<file path="config.mk">
export PLATFORM = sky130hd
export DESIGN_NAME = dds_sweep_ctrl
export DESIGN_NICKNAME = d
export VERILOG_FILES = /design/src/rtl/dds_sweep_ctrl.sv
export SDC_FILE = /design/constraint.sdc
export NUM_CORES = 1
export LEC_CHECK = 0
export CAP_MARGIN = 10
export CORE_MARGIN = 5
export CORE_UTILIZATION = 40
export CTS_CLUSTER_DIAMETER = 150
export DETAILED_ROUTE_END_ITERATION = 10
export PLACE_DENSITY = 0.62
export SLEW_MARGIN = 20
export SYNTH_ARGS = -nofsm -noshare
export SYNTH_HDL_FRONTEND = slang
export SYNTH_SLANG_ARGS = --single-unit
</file>
<file path="constraint.sdc">
create_clock -name clk -period 4.6 [get_ports clk]
set_clock_uncertainty 0.1 [all_clocks]
set_input_delay 0.92 -clock clk [delete_from_list [all_inputs] [get_ports clk]]
set_output_delay 0.92 -clock clk [all_outputs]
set_load 0.05 [all_outputs]
</file>
<file path="src/rtl/dds_sweep_ctrl.sv">
// Frequency-sweep scheduler driving the DDS tuning word from byte-programmed START/STOP/STEP/DWELL.
// Latency: first tuning word one clock after an accepted start; each word held DWELL+1 enabled clocks.
// Backpressure: none; ena low freezes all state and suppresses the tw_update/done pulses.
module dds_sweep_ctrl #(
    parameter int TW      = 14,
    parameter int DWELL_W = 16
) (
    input  logic          clk,
    input  logic          rst_n,
    input  logic          ena,
    input  logic          wr_en,
    input  logic [2:0]    wr_addr,
    input  logic [7:0]    wr_data,
    input  logic [1:0]    mode,
    input  logic          start,
    input  logic          abort,
    output logic [TW-1:0] tuning_word,
    output logic          tw_update,
    output logic          busy,
    output logic          done,
    output logic          cfg_err
);
    // The step to the next word happens on the same edge the dwell expires,
    // so there is no separate step state in the encoding.
    typedef enum logic [1:0] {S_IDLE, S_DWELL, S_FIN} state_t;

    state_t               state_q, state_d;
    logic [TW-1:0]        start_q, start_d, stop_q, stop_d, step_q, step_d;
    logic [DWELL_W-1:0]   dwell_q, dwell_d;
    logic [TW-1:0]        a_start_q, a_start_d, a_stop_q, a_stop_d, a_step_q, a_step_d;
    logic [DWELL_W-1:0]   a_dwell_q, a_dwell_d, cnt_q, cnt_d;
    logic [1:0]           a_mode_q, a_mode_d;
    logic [TW-1:0]        tw_q, tw_d;
    logic                 dir_q, dir_d, upd_q, upd_d, busy_q, busy_d;
    logic                 done_q, done_d, err_q, err_d;

    logic [15:0]          wbuf;
    logic                 cfg_ok, go, expire, at_stop, single;
    logic [TW:0]          up_sum, dn_lim;
    logic [TW-1:0]        up_next, dn_next;

    assign cfg_ok  = (step_q != '0) && (start_q <= stop_q);
    assign go      = start && !abort && cfg_ok;
    assign expire  = (cnt_q == '0);
    assign at_stop = !dir_q && (tw_q == a_stop_q);
    assign single  = (a_mode_q == 2'd0) || (a_mode_q == 2'd3);

    // Sums are one bit wider so a large STEP clamps instead of wrapping.
    assign up_sum  = {1'b0, tw_q} + {1'b0, a_step_q};
    assign dn_lim  = {1'b0, a_start_q} + {1'b0, a_step_q};
    assign up_next = (up_sum >= {1'b0, a_stop_q}) ? a_stop_q : up_sum[TW-1:0];
    assign dn_next = ({1'b0, tw_q} <= dn_lim) ? a_start_q : (tw_q - a_step_q);

    always_comb begin
        start_d = start_q;
        stop_d  = stop_q;
        step_d  = step_q;
        dwell_d = dwell_q;
        wbuf    = 16'h0;
        if (wr_en) begin
            case (wr_addr[2:1])
                2'd0:    wbuf = 16'(start_q);
                2'd1:    wbuf = 16'(stop_q);
                2'd2:    wbuf = 16'(step_q);
                default: wbuf = 16'(dwell_q);
            endcase
            if (wr_addr[0]) wbuf[15:8] = wr_data;
            else            wbuf[7:0]  = wr_data;
            case (wr_addr[2:1])
                2'd0:    start_d = wbuf[TW-1:0];
                2'd1:    stop_d  = wbuf[TW-1:0];
                2'd2:    step_d  = wbuf[TW-1:0];
                default: dwell_d = DWELL_W'(wbuf);
            endcase
        end
    end

    always_comb begin
        state_d = state_q;
        case (state_q)
            S_IDLE:  if (go) state_d = S_DWELL;
            S_DWELL: begin
                if (abort)                              state_d = S_IDLE;
                else if (expire && at_stop && single)   state_d = S_FIN;
            end
            S_FIN:   state_d = S_IDLE;
            default: state_d = S_IDLE;
        endcase
    end

    always_comb begin
        a_start_d = a_start_q;
        a_stop_d  = a_stop_q;
        a_step_d  = a_step_q;
        a_dwell_d = a_dwell_q;
        a_mode_d  = a_mode_q;
        cnt_d     = cnt_q;
        tw_d      = tw_q;
        dir_d     = dir_q;
        busy_d    = busy_q;
        err_d     = err_q;
        upd_d     = 1'b0;
        done_d    = 1'b0;
        case (state_q)
            S_IDLE: begin
                if (start && !abort) begin
                    if (cfg_ok) begin
                        a_start_d = start_q;
                        a_stop_d  = stop_q;
                        a_step_d  = step_q;
                        a_dwell_d = dwell_q;
                        a_mode_d  = mode;
                        tw_d      = start_q;
                        upd_d     = 1'b1;
                        busy_d    = 1'b1;
                        err_d     = 1'b0;
                        dir_d     = 1'b0;
                    end else begin
                        err_d     = 1'b1;
                    end
                end
            end
            S_DWELL: begin
                if (abort) begin
                    busy_d = 1'b0;
                end else if (!expire) begin
                    cnt_d = cnt_q - 1'b1;
                end else if (dir_q) begin
                    upd_d = 1'b1;
                    if (tw_q == a_start_q) begin
                        dir_d = 1'b0;
                        tw_d  = up_next;
                    end else begin
                        tw_d  = dn_next;
                    end
                end else if (!at_stop) begin
                    upd_d = 1'b1;
                    tw_d  = up_next;
                end else if (a_mode_q == 2'd1) begin
                    upd_d = 1'b1;
                    tw_d  = a_start_q;
                end else if (a_mode_q == 2'd2) begin
                    upd_d = 1'b1;
                    dir_d = 1'b1;
                    tw_d  = dn_next;
                end else begin
                    done_d = 1'b1;
                    busy_d = 1'b0;
                end
            end
            default: ;
        endcase
        if (upd_d) cnt_d = (state_q == S_IDLE) ? dwell_q : a_dwell_q;
    end

    always_ff @(posedge clk or negedge rst_n) begin
        if (!rst_n) begin
            state_q   <= S_IDLE;
            start_q   <= '0;
            stop_q    <= '0;
            step_q    <= '0;
            dwell_q   <= '0;
            a_start_q <= '0;
            a_stop_q  <= '0;
            a_step_q  <= '0;
            a_dwell_q <= '0;
            a_mode_q  <= '0;
            cnt_q     <= '0;
            tw_q      <= '0;
            dir_q     <= 1'b0;
            upd_q     <= 1'b0;
            busy_q    <= 1'b0;
            done_q    <= 1'b0;
            err_q     <= 1'b0;
        end else begin
            upd_q  <= ena & upd_d;
            done_q <= ena & done_d;
            if (ena) begin
                state_q   <= state_d;
                start_q   <= start_d;
                stop_q    <= stop_d;
                step_q    <= step_d;
                dwell_q   <= dwell_d;
                a_start_q <= a_start_d;
                a_stop_q  <= a_stop_d;
                a_step_q  <= a_step_d;
                a_dwell_q <= a_dwell_d;
                a_mode_q  <= a_mode_d;
                cnt_q     <= cnt_d;
                tw_q      <= tw_d;
                dir_q     <= dir_d;
                busy_q    <= busy_d;
                err_q     <= err_d;
            end
        end
    end

    assign tuning_word = tw_q;
    assign tw_update   = upd_q & ena;
    assign done        = done_q & ena;
    assign busy        = busy_q;
    assign cfg_err     = err_q;

endmodule

</file>
======== Word level (Yosys, flattened, before mapping) ========
Index checks and enable logic that the tools add are counted.
Widths: inputs -> output; s select.
operators by class
  bitwise gates (word level) .............. 5
  equality and inequality tests ........... 22
  mux-type cells .......................... 59
  reduce and logical (&&, ||, !) cells .... 30
  $lt $le $gt $ge ......................... 3
  $add $sub $neg .......................... 4
operators with widths
  cell                   number
  $mux 14                11
  $mux 16                5
  $pmux 16 s3            1
  $mux 1                 32
  $add 14x14->15         2
  $eq 14x14->1           2
  $pmux 14 s2            1
  $ne 3x3->1 const B     6
  $reduce_and 3->1       6
  $logic_not 16->1       1
  $mux 8                 2
  $sub 16x1->16 const B  1
  $ge 15x14->1           1
  $le 14x15->1           1
  $le 14x14->1           1
  $reduce_bool 14->1     1
  $sub 14x14->14         1
  $ne 2x2->1 const B     6
  $reduce_and 4->1       3
  $reduce_and 9->1       1
  $reduce_and 7->1       1
  $eq 2x1->1 const B     3
  $eq 2x2->1 const B     3
  $logic_and 1x1->1      6
  other kinds (14)       25
word-level totals
  bits in registers ....................... 155
  output and inout port bits .............. 18
  input bits .............................. 19

======== Longest topological paths before layout ========
Gate-level depths: netlist of the first run.
  depth after elaboration ................. 10
  gate-level depth with buffers ........... 21
  mapped depth without buffers ............ 19

======== Worst setup path before layout of the first run ========
OpenSTA, ideal clock, no wires.
  path kind ............................... flip-flop to flip-flop
  start point ............................. reg tw_q[9] (netlist: tuning_word[9])
  end point ............................... reg tw_q[10] (netlist: tuning_word[10])
  data arrival time ....................... 4.003 ns
  stages on the path, launching flop included .. 19
  buffers on the path ..................... 2
  slack ................................... 0.378 ns
  library setup time ...................... 0.119 ns
  required time ........................... 4.381 ns
  cell sequence ........................... dfrtp_1 > ha_1 > clkbuf_1 > nor2_1 > a211oi_1 > a2bb2oi_1 > nand4b_1 > and3_1 > nor2_1 > ha_1 > nand3_1 > nor2_1 > o21ai_0 > nor4bb_1 > clkbuf_1 > a21oi_1 > a21oi_1 > o221ai_1 > o21a_1
on the way
  cells in the longest elaborated chain, start to end .. 9
  elaborated cells on any way between the ends .. 19
  those cells by class .................... 2 x add/sub; 2 x order compare; 3 x eq/ne; 10 x mux; 2 x reduce/logical
ends and longest elaborated chain
  item                                                                    line  source
  start, declared                                                         33    logic [TW-1:0] tw_q, tw_d;
  start signal, assigned                                                  190   tw_q <= tw_d;
  parallel branches: the longest is 9 deep, another holds $add 14x14->15  -
Several ways; the timed one is not identified. The select of a mux whose other input is x is not followed.
A chain may end at the register's enable or synchronous reset.

======== Worst setup path after layout of the first run ========
  start point ............................. reg a_step_q[0]
  end point ............................... reg tw_q[3] (netlist: tuning_word[3])
on the way
  cells in the longest elaborated chain, start to end .. 10
  elaborated cells on any way between the ends .. 15
  those cells by class .................... 3 x add/sub; 2 x order compare; 10 x mux
ends and longest elaborated chain
  item                    line  source
  start, declared         30    logic [TW-1:0] a_start_q, a_start_d, a_stop_q, a_stop_d, a_step_q, a_step_d;
  start signal, assigned  186   a_step_q <= a_step_d;
  $add 14x14->15          50    assign dn_lim = {1'b0, a_start_q} + {1'b0, a_step_q};
  $le 14x15->1            52    assign dn_next = ({1'b0, tw_q} <= dn_lim) ? a_start_q : (tw_q - a_step_q);
  $mux 14                 52
  $mux 14                 142   end else if (a_mode_q == 2'd2) begin
  $mux 14                 139   end else if (a_mode_q == 2'd1) begin
  $mux 14                 136   end else if (!at_stop) begin
  $mux 14 (*)             128   end else if (dir_q) begin
  $mux 14 (*)             126   end else if (!expire) begin
  $mux 14 (*)             124   if (abort) begin
  $pmux 14 s2 (*)         104   case (state_q)
Mark *: on every way between the ends. The rest lies on a longest branch, timed or not. The select of a mux whose other input is x is not followed.

==> results of run 1 <==
[metrics by stage]
| stage | worst slack (ns) | hold WS, ns | std cells | TNS, ns |
|---|---|---|---|---|
| floorplan | 0.3785 | 0.3703 | 1233 | 0 |
| global placement | 0.1264 | 0.3866 | 1600 | 0 |
| detailed placement | -0.0001013 | 0.3945 | 1600 | -0.0001013 |
| CTS | 0.05608 | 0.4082 | 1632 | 0 |
| global route | 0.0005427 | 0.4250 | 1636 | 0 |
| finish | 0.2193 | 0.4076 | 1636 | 0 |
[cell usage in the layout, fill, tap and decap left out, types with 4 or more instances in the layout]
| cell type | Yosys | routed |
|---|---|---|
| nand2_1 | 162 | 162 |
| dfrtp_1 | 155 | 155 |
| o21ai_0 | 116 | 115 |
| a21oi_1 | 94 | 93 |
| ha_1 | 92 | 91 |
| nor2_1 | 77 | 77 |
| inv_1 | 67 | 66 |
| buf_4 | 1 | 52 |
| mux2_2 | 45 | 45 |
| xor2_1 | 38 | 38 |
| clkdlybuf4s50_1 | 0 | 35 |
| mux2i_1 | 29 | 29 |
| xnor2_1 | 21 | 21 |
| nor3_1 | 22 | 20 |
| o21a_1 | 20 | 20 |
| nand3_1 | 19 | 19 |
| clkbuf_16 | 0 | 17 |
| nor4_1 | 14 | 14 |
| a222oi_1 | 14 | 14 |
| nor2b_1 | 12 | 12 |
| a211oi_1 | 12 | 12 |
| a21o_1 | 12 | 12 |
| nand2b_1 | 8 | 8 |
| and3_1 | 8 | 8 |
| a32o_1 | 8 | 8 |
| o22ai_1 | 7 | 7 |
| nand4_1 | 7 | 7 |
| o221ai_1 | 7 | 7 |
| nand3b_1 | 6 | 6 |
| o211ai_1 | 6 | 6 |
| a31oi_1 | 7 | 6 |
| o2111ai_1 | 5 | 5 |
| or3_1 | 5 | 5 |
| and2_1 | 5 | 5 |
| o31ai_1 | 5 | 5 |
| or2_2 | 4 | 4 |
| o22a_1 | 4 | 4 |
| clkinvlp_4 | 0 | 4 |
[layout make-up]
cell class              instances  area, sq um
clock buffers                  20        456.7
multi-input cells             950         6574
inverters                      68        255.2
flip-flops and latches        155         3879
well taps                     341        426.7
repair buffers                 90        792.0
clock inverters                12        163.9
fillers                      2641        14330
[power by group through the flow]
stage | registers (mW) | logic [mW] | clock network [mW]
after floorplan | 2.51 | 4.50 | 0
after global placement | 2.42 | 6.58 | 0
after detailed placement | 2.44 | 6.62 | 0
after CTS | 2.42 | 6.70 | 1.51
after global routing | 2.50 | 7.70 | 1.57
final | 2.44 | 7.00 | 1.48
[metal layers]
layer,global-route usage,up-vias
met1,0.3015,4617
met3,0.03938,34
met5,0,-
met2,0.3411,265
met4,0.06318,0
li1,-,4551
[worst register-to-register path, stage by stage, from the launching register on]
cell and delay [ns]:
dfrtp_1 0.41, ha_1 0.21, inv_1 0.07, fa_2 0.21
nor2b_1 0.06, o31a_1 0.28, o2111a_2 0.31, o21ai_2 0.16
nand2b_1 0.07, a21oi_1 0.17, xor2_1 0.19, ha_1 0.27
a21o_1 0.17, a21oi_1 0.14, o21ai_0 0.11, o211ai_1 0.30
or2_4 0.23, buf_4 0.20, mux2i_1 0.22, o221ai_1 0.14
o21a_1 0.24
[cells by family (layout without fill, tap and decap cells)]
kind of cell             Yosys count  count (layout)  synth area share
AO/OA/AOI/OAI                    355             355            0.2069
XOR/XNOR                          59              59           0.04738
adder cells (fa/ha/maj)           95              95            0.1111
buffers and inverters            128             190           0.04750
flip-flops                       155             155            0.3557
multiplexers                      77              77           0.07618
AND/OR/NAND/NOR                  364             364            0.1553
[final timing paths]
kind                       cells after the start                         end  slack (ns)               startpoint
hold reg to reg                                2      stop_q[13]$_DFFE_PN0P_        0.41   stop_q[13]$_DFFE_PN0P_
setup reg to reg                              20  tuning_word[3]$_DFFE_PN0P_        0.22  a_step_q[0]$_DFFE_PN0P_
hold / removal                                 2      stop_q[13]$_DFFE_PN0P_        0.41   stop_q[13]$_DFFE_PN0P_
setup / recovery                              20  tuning_word[3]$_DFFE_PN0P_        0.22  a_step_q[0]$_DFFE_PN0P_
max in group asynchronous                      2    a_start_q[9]$_DFFE_PN0P_        3.04                    rst_n
min in group asynchronous                      1       cnt_q[12]$_DFFE_PN0P_        0.47                    rst_n
[what timing repair did]
item	in CTS	in global routing
gates resized for setup	1	11
setup endpoints to repair	6	14
pin swaps	0	6
buffers inserted	0	4
==> flow_metrics.env, run 1 <==
export IMPL_outcome="finished, final reports clean"
export IMPL_ys_types=73
export IMPL_grt_pass1_vias=9358
export IMPL_async_flop_share=1.000
export IMPL_overflow=0
export IMPL_antenna_found_initial=0
export IMPL_rsz0062_at_grt="no"
export IMPL_power_leakage_nw=5.583
export IMPL_syn_area_sq_um=10910
export IMPL_cpPeakStageDelay_ns=0.41
export IMPL_port_buffers=36
export IMPL_die_x_microns=175.1
export IMPL_critPathKind="reg2reg"
export IMPL_fmax_mhz=228.3
export IMPL_final_nets=1396
export IMPL_cts_tree="built"
export IMPL_synth_edf_count=0
export IMPL_final_util=0.4669
export IMPL_crit_arrival_ns=4.60
export IMPL_initial_utilization=0.4058
export IMPL_synth_common_cells="nand2_1, dfrtp_1, o21ai_0"
export IMPL_yosys_warnings=0
export IMPL_grt_max_degree=91
export IMPL_syn_avg_cell_area_sq_um=8.845
export IMPL_p_sw_frac=0.4768
export IMPL_cp_top_family="compound AO/OA/AOI/OAI gates"
export IMPL_worstMarginPinSlew_ns=1.049
export IMPL_synth_area_leaders="dfrtp_1, ha_1, nand2_1, o21ai_0, mux2_2"
export IMPL_wire_per_inst_microns=19.90
export IMPL_vias=9467
export IMPL_clock_latency_ns=0.44
export IMPL_antenna_cells=0
export IMPL_crit_slowest_cell="dfrtp_1"
export IMPL_hold_buffers=0
export IMPL_endpoint_kind="register"
export IMPL_die_h_microns=175.1
export IMPL_power_switching_mw=5.209
export IMPL_ys_dominant_reg_cell="dfrtp_1"
export IMPL_finalWirelength_mm=32.56
export IMPL_required_ns=4.82
export IMPL_clock_sinks=155
export IMPL_synth_nets=1347
export IMPL_ir_worst_vdd_v=0.0004111
export IMPL_num_rows=60
export IMPL_top_layer_used="met4"
export IMPL_path_cells="ha_1 -> inv_1 -> fa_2 -> nor2b_1 -> o31a_1 -> o2111a_2 -> o21ai_2 -> nand2b_1 -> a21oi_1 -> xor2_1 -> ha_1 -> a21o_1 -> a21oi_1 -> o21ai_0 -> o211ai_1 -> or2_4 -> buf_4 -> mux2i_1 -> o221ai_1 -> o21a_1"
export IMPL_reg_top3="a_dwell_q (16), cnt_q (16), dwell_q (16)"
export IMPL_cts_buffers=17
export IMPL_p_comb_frac=0.641
export IMPL_min_path_type="reg2reg"
export IMPL_netlist_instances=1233
export IMPL_cts_root_buffer="clkbuf_16"
export IMPL_ys_seq_area_frac=0.3557
export IMPL_power_internal_mw=5.716
export IMPL_drt_pass1_iterations=7
export IMPL_slew_headroom=0.2986
export IMPL_slew_violations=0
export IMPL_grt_usage=0.2153
export IMPL_met2_length_mm=14.93
export IMPL_ant_nets=0
export IMPL_grt_pass1_wl_mm=52.21
export IMPL_powerDensity_nw_per_um2=870.7
export IMPL_syn_to_final_growth_pct=15.05
export IMPL_drive_gt1_frac=0.1228
export IMPL_period_needed_ns=4.381
export IMPL_dpl_hpwl_mm=24.79
export IMPL_ctsLongestPathBuffers=2
export IMPL_drt_iter0_markers=863
export IMPL_finalSetupViolations=0
export IMPL_critPathMaxFanout=8
export IMPL_crit_buf_inv=2
export IMPL_num_io_pins=37
export IMPL_cap_violations=0
export IMPL_htreeDepth=4
export IMPL_via_per_inst=5.787
export IMPL_synth_top_cell_by_area="dfrtp_1"
export IMPL_clkPwrFrac=0.136
export IMPL_min_period_over_period=0.9523
export IMPL_yosysMostFrequentCell="nand2_1"
export IMPL_design_area_sq_um=12550
export IMPL_pwr_share_seq=0.223
export IMPL_wl_met3_mm=1.709
export IMPL_synth_top_cell_area_share=0.3557
export IMPL_gp_congestion=0.8873
export IMPL_clkSlewWorstSetupHoldPaths_ns=0.07
export IMPL_drt_met1_wl_mm=15.27
export IMPL_postPlaceCellArea_sq_um=11830
export IMPL_die_area_sq_um=30670
export IMPL_totalPowerFinal_mw=10.93
export IMPL_cp_start_kind="register"
export IMPL_synth_seq_cells=155
export IMPL_core_area_sq_um=26880
export IMPL_drcViolationCount=0
export IMPL_hold_viol=0
(Power assumes the default switching activity.)
==> run 2: changes to the inputs <==
==> constraint.sdc (replaced) <==
create_clock -name clk -period 4.6 [get_ports clk]
set_clock_uncertainty 0.1 [all_clocks]
set_input_delay 1.15 -clock clk [delete_from_list [all_inputs] [get_ports clk]]
set_output_delay 1.15 -clock clk [all_outputs]
set_load 0.05 [all_outputs]
==> run 2 against run 1 <==
  * Power down 0.75%
  * Sequential power about the same
  * Count of clock-buffer cells in the layout down 1
  * Via count down 0.56%
  * Hold slack about the same
  * First-iteration DRC count up 8.6%
  * Combinational power down 2%
  * Critical path type unchanged
  * Critical endpoint is now tuning_word[11]$_DFFE_PN0P_
  * Largest cell class unchanged
==> flow_metrics.env, run 2 (same netlist as run 1, synthesis figures left out) <==
export IMPL_min_period_over_period=0.9451
export IMPL_cap_violations=0
export IMPL_r2r_start="a_step_q[1]$_DFFE_PN0P_"
export IMPL_vias=9414
export IMPL_ff2ff_path_depth=19
export IMPL_num_io_pins=37
export IMPL_layout_common_cells="nand2_1, dfrtp_1, o21ai_0"
export IMPL_reg2reg_setup_slack_ns=0.25
export IMPL_die_h_microns=175.1
export IMPL_outcome="finished, final reports clean"
export IMPL_fin_setup_tns_ns=0
export IMPL_num_rows=60
export IMPL_period_needed_ns=4.348
export IMPL_port_buffers=36
export IMPL_ant_nets=0
export IMPL_worstMarginPinSlew_ns=1.072
export IMPL_cts_root_buffer="clkbuf_16"
export IMPL_layout_commonest_cell="nand2_1"
export IMPL_syn_to_final_growth_pct=15.58
export IMPL_holdWs_ns=0.4075
export IMPL_r2r_end="tuning_word[11]$_DFFE_PN0P_"
export IMPL_grt_pass1_vias=9122
export IMPL_min_path_type="reg2reg"
export IMPL_cts_buffers=17
export IMPL_die_x_microns=175.1
export IMPL_die_area_sq_um=30670
export IMPL_crit_start="a_step_q[1]$_DFFE_PN0P_"
export IMPL_finalWirelength_mm=32.55
export IMPL_htreeDepth=4
export IMPL_dpl_hpwl_mm=25.04
export IMPL_cp_start_kind="register"
export IMPL_grt_pass1_wl_mm=51.83
export IMPL_drt_pass1_iterations=6
export IMPL_wire_per_inst_microns=19.89
export IMPL_power_leakage_nw=5.610
export IMPL_via_per_inst=5.751
export IMPL_clkSlewWorstSetupHoldPaths_ns=0.07
export IMPL_endpoint_kind="register"
export IMPL_hold_viol=0
export IMPL_final_util=0.4690
export IMPL_powerDensity_nw_per_um2=860.3
export IMPL_final_fill_count=2620
export IMPL_slew_headroom=0.2830
export IMPL_antenna_found_initial=0
export IMPL_core_area_sq_um=26880
export IMPL_ctsLongestPathBuffers=2
export IMPL_cts_tree="built"
export IMPL_fmax_mhz=230.0
export IMPL_clock_sinks=155
export IMPL_drive_gt1_frac=0.1296
export IMPL_overflow=0
export IMPL_initial_utilization=0.4058
export IMPL_ir_worst_vdd_v=0.0004590
export IMPL_crit_slowest_cell="dfrtp_2"
export IMPL_crit_arrival_ns=4.58
export IMPL_critPathMaxFanout=5
export IMPL_antenna_cells=0
export IMPL_postPlaceCellArea_sq_um=11860
export IMPL_reg_top3="a_dwell_q (16), cnt_q (16), dwell_q (16)"
export IMPL_clock_latency_ns=0.42
export IMPL_endpoint="tuning_word[11]$_DFFE_PN0P_"
export IMPL_path_cells="ha_1 -> a21o_1 -> a21oi_2 -> o21bai_1 -> a31oi_2 -> o211ai_1 -> a31o_2 -> a21oi_2 -> xor2_1 -> ha_1 -> nand3_1 -> nor3_2 -> o221a_1 -> o211ai_1 -> or2_4 -> buf_4 -> mux2i_1 -> or3_1 -> a41oi_1"
export IMPL_drt_iter0_markers=937
export IMPL_slew_violations=0
export IMPL_grt_usage=0.2133
export IMPL_design_area_sq_um=12600
export IMPL_cpPeakStageDelay_ns=0.44
export IMPL_finalSetupViolations=0
export IMPL_required_ns=4.83
export IMPL_drcViolationCount=0
export IMPL_grt_max_degree=96
export IMPL_final_nets=1397
export IMPL_critPathKind="reg2reg"
export IMPL_gp_congestion=0.9132
==> run 2: cell count changes in the layout (fill, tap and decap cells not counted), moves of 2 or more <==
cell and change:
clkdlybuf4s50_1 -2, a21oi_1 -2, clkinv_4 -3, dfrtp_1 -3, a21oi_2 +2, buf_12 +2
dfrtp_2 +3
==> run 2: where the power goes <==
group	internal, mW	total (mW)	switching (mW)
clock	0.942	1.53	0.589
sequential	1.82	2.45	0.624
combinational	2.89	6.86	3.97
total	5.66	10.8	5.18
==> run 2: how the worst min path moves through the flow <==
stage                                    startpoint                         to  slack (ns)  cells past startpoint
after floorplan              stop_q[11]$_DFFE_PN0P_     stop_q[11]$_DFFE_PN0P_        0.37                      2
after global placement       stop_q[11]$_DFFE_PN0P_     stop_q[11]$_DFFE_PN0P_        0.38                      2
after detailed placement   a_dwell_q[6]$_DFFE_PN0P_   a_dwell_q[6]$_DFFE_PN0P_        0.39                      1
after CTS                 a_dwell_q[11]$_DFFE_PN0P_  a_dwell_q[11]$_DFFE_PN0P_        0.41                      1
after global routing      a_dwell_q[11]$_DFFE_PN0P_  a_dwell_q[11]$_DFFE_PN0P_        0.42                      1
final                      a_dwell_q[6]$_DFFE_PN0P_   a_dwell_q[6]$_DFFE_PN0P_        0.41                      1
==> run 2: final cells by class <==
type                       count  area (sq um)  area share
tap                          341         426.7     0.03385
multi-input combinational    950          6571      0.5213
clock buffer                  19         452.9     0.03593
inverter                      68         255.2     0.02025
clock inverter                13         188.9     0.01499
sequential                   155          3882      0.3080
timing repair buffer          91         827.0     0.06561
==> run 2: worst max-delay path: cells and delay by family, from the launching register on <==
family,cells,cell delay (ns)
adder cells (fa/ha/maj),2,0.57
flip-flops,1,0.44
XOR/XNOR,1,0.08
buffers and inverters,1,0.14
AND/OR/NAND/NOR,4,0.95
multiplexers,1,0.10
AO/OA/AOI/OAI,10,1.87
==> run 2: what timing repair did <==
item                       CTS  global route
hold endpoints to repair     0             0
gates resized for setup      1            18
pin swaps                    0             8
setup endpoints to repair    4            14
hold buffers                 0             0
setup buffers                0             6
==> run 2: per-stage QoR <==
stage          std cells  total power [mW]  setup slack (ns)
3_3_place_gp        1599             8.968           0.08085
3_5_place_dp        1599             9.031          0.008824
4_1_cts             1631             10.62          0.008149
6_report            1637             10.84            0.2525
5_1_grt             1637             11.69         -0.004086
2_1_floorplan       1233             7.008            0.3785
==> run 2: per-layer routing <==
layer  share of wire  track usage  up-vias  wire length (microns)
li1                -            -     4545                      -
met4           0.024      0.06318        0                    787
met1            0.47       0.3050     4548                  15160
met3           0.056      0.03527       42                   1823
met5               0            0        -                      0
met2            0.45       0.3329      279                  14780
==> run 3: changes to the inputs <==
==> constraint.sdc (replaced) <==
create_clock -name clk -period 4.7 [get_ports clk]
set_clock_uncertainty 0.1 [all_clocks]
set_input_delay 1.175 -clock clk [delete_from_list [all_inputs] [get_ports clk]]
set_output_delay 1.175 -clock clk [all_outputs]
set_load 0.05 [all_outputs]
==> run 3 against run 2 <==
  * Core utilization fell by 0.68 points
  * Setup slack got worse by 0.048 ns
  * Sequential power fell by 2%
  * Combinational power fell by 3%
  * Non-clock buffer count fell by 9
  * Highest routed layer unchanged
  * Critical endpoint is now tuning_word[8]$_DFFE_PN0P_
  * Power fell by 4.2%
==> flow_metrics.env, run 3 (same netlist as run 1, synthesis figures left out) <==
export IMPL_clock_sinks=155
export IMPL_grt_usage=0.2143
export IMPL_port_buffers=36
export IMPL_num_io_pins=37
export IMPL_slew_headroom=0.2978
export IMPL_overflow=0
export IMPL_fmax_mhz=222.4
export IMPL_die_area_sq_um=30670
export IMPL_cts_tree="built"
export IMPL_worstMarginPinSlew_ns=1.050
export IMPL_min_path_type="reg2reg"
export IMPL_drcViolationCount=0
export IMPL_dpl_hpwl_mm=25.08
export IMPL_slew_violations=0
export IMPL_outcome="finished, final reports clean"
export IMPL_drt_iter0_markers=792
export IMPL_critPathKind="reg2reg"
export IMPL_clkPwrFrac=0.126
export IMPL_worst_slack_ns=0.2043
export IMPL_cp_start_kind="register"
export IMPL_critPathMaxFanout=11
export IMPL_cap_violations=0
export IMPL_reg_top3="a_dwell_q (16), cnt_q (16), dwell_q (16)"
export IMPL_power_internal_mw=5.256
export IMPL_grt_pass1_vias=9266
export IMPL_holdPathStages=1
export IMPL_cts_buffers=17
export IMPL_r2r_end="tuning_word[8]$_DFFE_PN0P_"
export IMPL_rsz0062_at_grt="no"
export IMPL_vias=9507
export IMPL_htreeDepth=4
export IMPL_drive_gt1_frac=0.1173
export IMPL_clock_latency_ns=0.43
export IMPL_clkSlewWorstSetupHoldPaths_ns=0.07
export IMPL_crit_arrival_ns=4.75
export IMPL_crit_slowest_cell="dfrtp_1"
export IMPL_final_nets=1388
export IMPL_min_period_over_period=0.9565
export IMPL_hp_start="a_dwell_q[8]$_DFFE_PN0P_"
export IMPL_place_ws_ns=0.03109
export IMPL_gp_congestion=0.9627
export IMPL_antenna_found_initial=0
export IMPL_cpMostUsedCell="a21oi_1"
export IMPL_initial_utilization=0.4058
export IMPL_p_comb_frac=0.643
export IMPL_num_rows=60
export IMPL_power_switching_mw=5.132
export IMPL_via_per_inst=5.836
export IMPL_reg2reg_setup_slack_ns=0.20
export IMPL_pwr_share_seq=0.231
export IMPL_syn_to_final_growth_pct=13.92
export IMPL_cpPeakStageDelay_ns=0.44
export IMPL_die_h_microns=175.1
export IMPL_finalWirelength_mm=32.91
export IMPL_core_area_sq_um=26880
export IMPL_p_sw_frac=0.4940
export IMPL_layout_common_cells="nand2_1, dfrtp_1, o21ai_0"
export IMPL_ant_nets=0
export IMPL_hold_viol=0
export IMPL_drt_pass1_iterations=7
export IMPL_power_leakage_nw=5.535
export IMPL_wire_per_inst_microns=20.20
export IMPL_path_cells="ha_1 -> a21o_1 -> a21oi_1 -> o21bai_1 -> a31oi_2 -> o211ai_1 -> a31o_2 -> a21oi_1 -> xor2_1 -> ha_1 -> nand3_1 -> nor3_2 -> o221a_1 -> o211ai_1 -> or2_4 -> buf_4 -> mux2i_1 -> o221a_2 -> a21oi_1"
export IMPL_finalSetupViolations=0
export IMPL_final_util=0.4622
export IMPL_fin_setup_tns_ns=0
export IMPL_required_ns=4.96
export IMPL_hold_path_end="a_dwell_q[8]$_DFFE_PN0P_"
export IMPL_grt_max_degree=94
export IMPL_cts_root_buffer="clkbuf_16"
export IMPL_ff2ff_path_depth=19
export IMPL_ir_worst_vdd_v=0.0004119
export IMPL_endpoint_kind="register"
export IMPL_layout_commonest_cell="nand2_1"
export IMPL_r2r_start="a_start_q[1]$_DFFE_PN0P_"
export IMPL_die_x_microns=175.1
export IMPL_period_needed_ns=4.496
export IMPL_powerDensity_nw_per_um2=836.2
export IMPL_grt_pass1_wl_mm=51.74
export IMPL_ctsLongestPathBuffers=2
-- run 3: changes by cell type in the layout (fill, tap and decap cells not counted), sizes merged --
cell	previous run	this run
buf	58	49
diode	0	1
bufinv	4	0
clkinvlp	5	2
clkinv	1	6
inv	71	73
-- run 3: routing by layer --
layer  GRT usage  vias up  wire length [microns]
met1      0.2996     4627                  14960
met4     0.08314        0                   1023
li1            -     4522                      -
met3     0.03354       60                   2020
met5           0        -                      0
met2      0.3342      298                  14900
-- run 3: layout make-up --
cell class                 count  area [sq um]
sequential                   155          3879
tap                          341         426.7
clock buffer                  19         452.9
timing repair buffer          82         739.5
multi-input combinational    950          6560
fill                        2643         14450
inverter                      68         255.2
antenna                        1         2.502
clock inverter                13         107.6
-- run 3: worst max path at each step --
stage / startpoint / end / slack (ns) / cells past startpoint
2_1_floorplan: tuning_word[9]$_DFFE_PN0P_ / tuning_word[10]$_DFFE_PN0P_ / 0.48 / 18
3_3_place_gp: a_start_q[1]$_DFFE_PN0P_ / tuning_word[6]$_DFFE_PN0P_ / 0.17 / 19
3_5_place_dp: a_start_q[1]$_DFFE_PN0P_ / tuning_word[8]$_DFFE_PN0P_ / 0.03 / 19
4_1_cts: a_start_q[1]$_DFFE_PN0P_ / tuning_word[8]$_DFFE_PN0P_ / 0.04 / 19
5_1_grt: a_step_q[1]$_DFFE_PN0P_ / tuning_word[8]$_DFFE_PN0P_ / 0.002 / 19
6_report: a_start_q[1]$_DFFE_PN0P_ / tuning_word[8]$_DFFE_PN0P_ / 0.20 / 19
-- run 3: power groups by stage --
stage | combinational, mW | sequential (mW) | clock [mW]
finish | 6.68 | 2.40 | 1.31
detailed placement | 6.41 | 2.40 | 0
global route | 7.28 | 2.45 | 1.39
CTS | 6.47 | 2.38 | 1.33
floorplan | 4.40 | 2.46 | 0
global placement | 6.35 | 2.38 | 0
-- run 3: worst max-delay path, delay by kind of cell, from the launching register on --
family	cells	cell delay [ns]
multiplexers	1	0.14
AND/OR/NAND/NOR	3	0.65
AO/OA/AOI/OAI	11	2.16
XOR/XNOR	1	0.10
adder cells (fa/ha/maj)	2	0.62
buffers and inverters	1	0.20
flip-flops	1	0.44
-- run 3: what timing repair did --
item / 4_1_cts / 5_1_grt
endpoints found under the setup margin: 1 / 14
setup buffers: 0 / 2
resized for setup: 1 / 8
hold buffers: 0 / 0
pin swaps: 0 / 2
-- run 3: metrics by stage --
stage	instances	power, mW	hold slack [ns]	instance area [sq um]
after global placement	1594	8.732	0.3855	11810
after floorplan	1233	6.859	0.3703	10910
after detailed placement	1594	8.809	0.3932	11810
after global routing	1628	11.12	0.4275	12420
final	1629	10.39	0.4072	12420
after CTS	1626	10.18	0.4087	12370
==> edit 1, RTL diff (config.mk and constraints of run 2) <==
Encoding of `state_t`: now one-hot (3 bits for 3 states).
--- a/src/rtl/dds_sweep_ctrl.sv
+++ b/src/rtl/dds_sweep_ctrl.sv
@@ -22,7 +22,7 @@
 );
     // The step to the next word happens on the same edge the dwell expires,
     // so there is no separate step state in the encoding.
-    typedef enum logic [1:0] {S_IDLE, S_DWELL, S_FIN} state_t;
+    typedef enum logic [2:0] {S_IDLE = 3'b001, S_DWELL = 3'b010, S_FIN = 3'b100} state_t;
 
     state_t               state_q, state_d;
     logic [TW-1:0]        start_q, start_d, stop_q, stop_d, step_q, step_d;
Behaviour: no difference found for any inputs over 4 cycles, from zero or initial values and one cycle with rst_n low; so few cycles prove little.
==> edit 1 against run 2 <==
- core utilization increased by 0.32 points
- wire length increased by 7.0%
- non-clock buffer count decreased by 3
- critical path depth increased by 2
- fmax decreased by 0.71%
- total power increased by 1.9%
- cell area increased by 0.68%
- sequential power increased by 2%
- sequential cell count increased by 1
- combinational power increased by 3.5%
- worst setup slack got worse by 0.031 ns
- count of clock-buffer cells in the layout decreased by 2
- area after synthesis decreased by 0.20%
- critical endpoint is now tuning_word[7]$_DFFE_PN0P_
- largest power group unchanged
- critical path type unchanged
==> edit 1: results (changes against run 2) <==
power_and_ir_drop:
  leakage_nw: 5.45  # -2.8%
  ir_drop_mv: 0.331  # -28%
global_routing:
  antenna_found_initial: 0  # unchanged
  grt_pass1_vias: 9450  # +3.6%
  met2_usage_pct: 36.3  # +3.0 points
  globalRouteTotalUtil_pct: 22.4  # +1.1 points
  grt_pass1_wl_um: 53900  # +4.0%
  gr-usage-met3_pct: 3.16  # -0.37 points
  globalRouteMet1Util_pct: 30.9  # +0.38 points
  grt_start_max_net_pins: 102  # +6.3%
detailed_routing:
  via_per_inst: 5.92  # +2.9%
  wl_met2_um: 16400  # +11%
  wirelength_met1_um: 15700  # +3.3%
  drtIter0Drc: 925  # -1.3%
  wl_per_cell_um: 21.3  # +7.0%
  top_layer: "met4"
  wl_met3_um: 1830  # +0.38%
  num_vias: 9685  # +2.9%
  dr.pass1.iters: 7  # +1
worst_setup_path:
  worstPathArrival_ns: 4.58  # about the same
  cpLargestDelayFamily: "compound AO/OA/AOI/OAI gates"
  crit_slowest_cell: "dfrtp_1"
  rr_startpoint: "a_step_q[0]$_DFFE_PN0P_"
  path_max_fanout: 4  # -1
  r2r-end: "tuning_word[7]$_DFFE_PN0P_"
  reg2regPathDepth: 21  # +2
  critPathMaxStageDelay_ns: 0.42  # -0.02 ns
  reg2reg_slack_ns: 0.22  # -0.03 ns
sta:
  post-route-min-period_ns: 4.38  # +0.0311 ns
  tightest_slew_ns: 1.03  # -0.0470 ns
  holdWs_ns: 0.385  # -0.0222 ns
placed_design:
  place_ws_ns: -0.102  # -0.111 ns
  gp_congestion: 0.970  # +6.3%
  place_area_um2: 11800  # -0.29%
  dp_hpwl_um: 26400  # +5.6%
  dp_cells: 1598  # -0.063%
synthesis:
  ys_seq_area_share_pct: 35.9  # +0.31 points
  synthArstFlopShare_pct: 100  # unchanged
  avgSynthCellArea_um2: 8.85  # about the same
  yosysUniqueCellTypes: 75  # +2.7%
  synth_area_leaders: "dfrtp_1 36%, ha_1 11%, o21ai_0 6.9%"
  syn-num-nets: 1344  # -0.22%
  ys_top_cells_by_count: "155 x dfrtp_1, 149 x nand2_1, 149 x o21ai_0"
clock_network:
  cts_made_buffers: 17  # unchanged
outcome:
  status: "complete, no violations"
min_path:
  hold_path_depth: 1  # unchanged
  hold_start: "cnt_q[14]$_DFFE_PN0P_"
  hold_end: "cnt_q[14]$_DFFE_PN0P_"
cells_and_area:
  final_area_um2: 12700  # +0.68%
  n_fill_cell: 2580  # -1.5%
  nets: 1396  # -0.072%
  drive_gt1_share_pct: 14.3  # +1.3 points
==> edit 1: changes by cell type in the layout (fill, tap and decap cells not counted), moves of 9 or more <==
cell | before | now
a21oi_1 | 91 | 62
o21ai_0 | 115 | 143
nor2_1 | 77 | 55
nand2_1 | 162 | 149
o21ai_1 | 3 | 15
o21a_1 | 20 | 10
mux2i_1 | 29 | 20
==> edit 1: power by group <==
part	internal [mW]	switching (mW)
Sequential	1.86	0.635
Combinational	3.06	4.04
Clock	0.777	0.679
==> edit 1: final cells by class <==
type / count / share of cell area, %
flip-flops and latches: 156 / 30.8
repair buffers: 88 / 6.21
multi-input cells: 947 / 52.7
inverters: 72 / 2.13
well taps: 341 / 3.36
clock inverters: 15 / 1.41
clock buffers: 17 / 3.35
==> edit 1: kinds of logic after synthesis <==
kind of cell	count (synthesis)	synth area share (%)
adders and majority gates	95	11.1
AOI/OAI and AO/OA	366	21.2
muxes	69	6.91
buffers and inverters	127	4.61
and+or+nand+nor	359	15.6
DFF	156	35.9
xor gates and xnor gates	58	4.67
==> edit 2, RTL diff (settings of run 2) <==
Without the edit above. Set the parameter `TW` to 15 (it was 14).
--- a/src/rtl/dds_sweep_ctrl.sv
+++ b/src/rtl/dds_sweep_ctrl.sv
@@ -2,7 +2,7 @@
 // Latency: first tuning word one clock after an accepted start; each word held DWELL+1 enabled clocks.
 // Backpressure: none; ena low freezes all state and suppresses the tw_update/done pulses.
 module dds_sweep_ctrl #(
-    parameter int TW      = 14,
+    parameter int TW      = 15,
     parameter int DWELL_W = 16
 ) (
     input  logic          clk,
Ports: changed (resized tuning_word); port bits go from 37 to 38. No check against the original RTL was run, so the function may have changed too.
==> edit 2 against run 2 <==
- worst setup slack got worse by 0.22 ns
- core utilization increased by 0.64 points
- highest routed layer unchanged
- wire length increased by 1.7%
- non-clock buffer count increased by 13
- largest cell class unchanged
- area after synthesis increased by 4.0%
- sequential cell count increased by 7
- cell area increased by 5.1%
Power is not shown: default switching activity piles up to over one toggle a cycle in this logic, so the estimate is an artifact.
==> edit 2: results (changes against run 2) <==
outcome:
  status: "complete, no violations"
worst_setup_path:
  critPathMaxStageDelay_ns: 0.37  # -0.07 ns
  path_max_fanout: 7  # +2
  crit_slowest_cell: "dfrtp_1"
  reg2reg_slack_ns: 0.03  # -0.22 ns
  r2r-end: "tuning_word[9]$_DFFE_PN0P_"
detailed_routing:
  wl_met2_um: 15300  # +3.5%
  drtIter0Drc: 741  # -21%
synthesis:
  synth_area_leaders: "dfrtp_1 36%, ha_1 11%, o21ai_0 6.4%"
  synthAdderAreaFrac_pct: 11.3  # +0.23 points
  synth_mux_area_share_pct: 7.83  # +0.21 points
  synth-compound-area-share_pct: 20.8  # +0.16 points
  yosysUniqueCellTypes: 81  # +11%
  ys_seq_area_share_pct: 35.7  # +0.18 points
sta:
  maxSlewHeadroom_pct: 29.1  # +0.80 points
min_path:
  hold_end: "busy$_DFFE_PN0P_"
global_routing:
  globalRouteMet1Util_pct: 30.2  # -0.32 points
  grt_start_max_net_pins: 91  # -5.2%
  grt_pass1_wl_um: 52700  # +1.6%
  globalRouteTotalUtil_pct: 21.2  # -0.18 points
  met2_usage_pct: 34.0  # +0.70 points
cells_and_area:
  drive_gt1_share_pct: 14.6  # +1.6 points
  nets: 1438  # +2.9%
placed_design:
  gp_congestion: 0.914  # +0.11%
clock_network:
  cts_resized: 10  # +9
## edit 2: cell count changes in the layout (fill, tap and decap cells not counted), moves of 10 or more
cell,change
o21a_1,-10
inv_1,+11
a21oi_1,-26
or3_1,+13
nand2_1,-16
o21ai_1,+13
o21ai_0,+27
xnor2_1,+13
nor2_1,-20
mux2i_1,+10
## edit 2: final cells by class
class	instances	share of cell area, %
clock inverter	12	0.992
multi-input combinational	954	52.1
sequential	162	30.6
inverter	79	2.24
clock buffer	19	3.42
tap	378	3.57
timing repair buffer	104	7.07
## edit 2: stage by stage
stage	instance area [um^2]	TNS [ns]	hold slack [ns]	worst slack (ns)	std cells
final	13200	0	0.395	0.0334	1708
after global routing	13200	-2.69	0.420	-0.237	1708
after CTS	13000	0	0.399	0.0169	1702
after detailed placement	12400	-2.28	0.383	-0.248	1671
after global placement	12400	-1.14	0.379	-0.171	1671
after floorplan	11400	-0.000503	0.372	-0.000503	1257
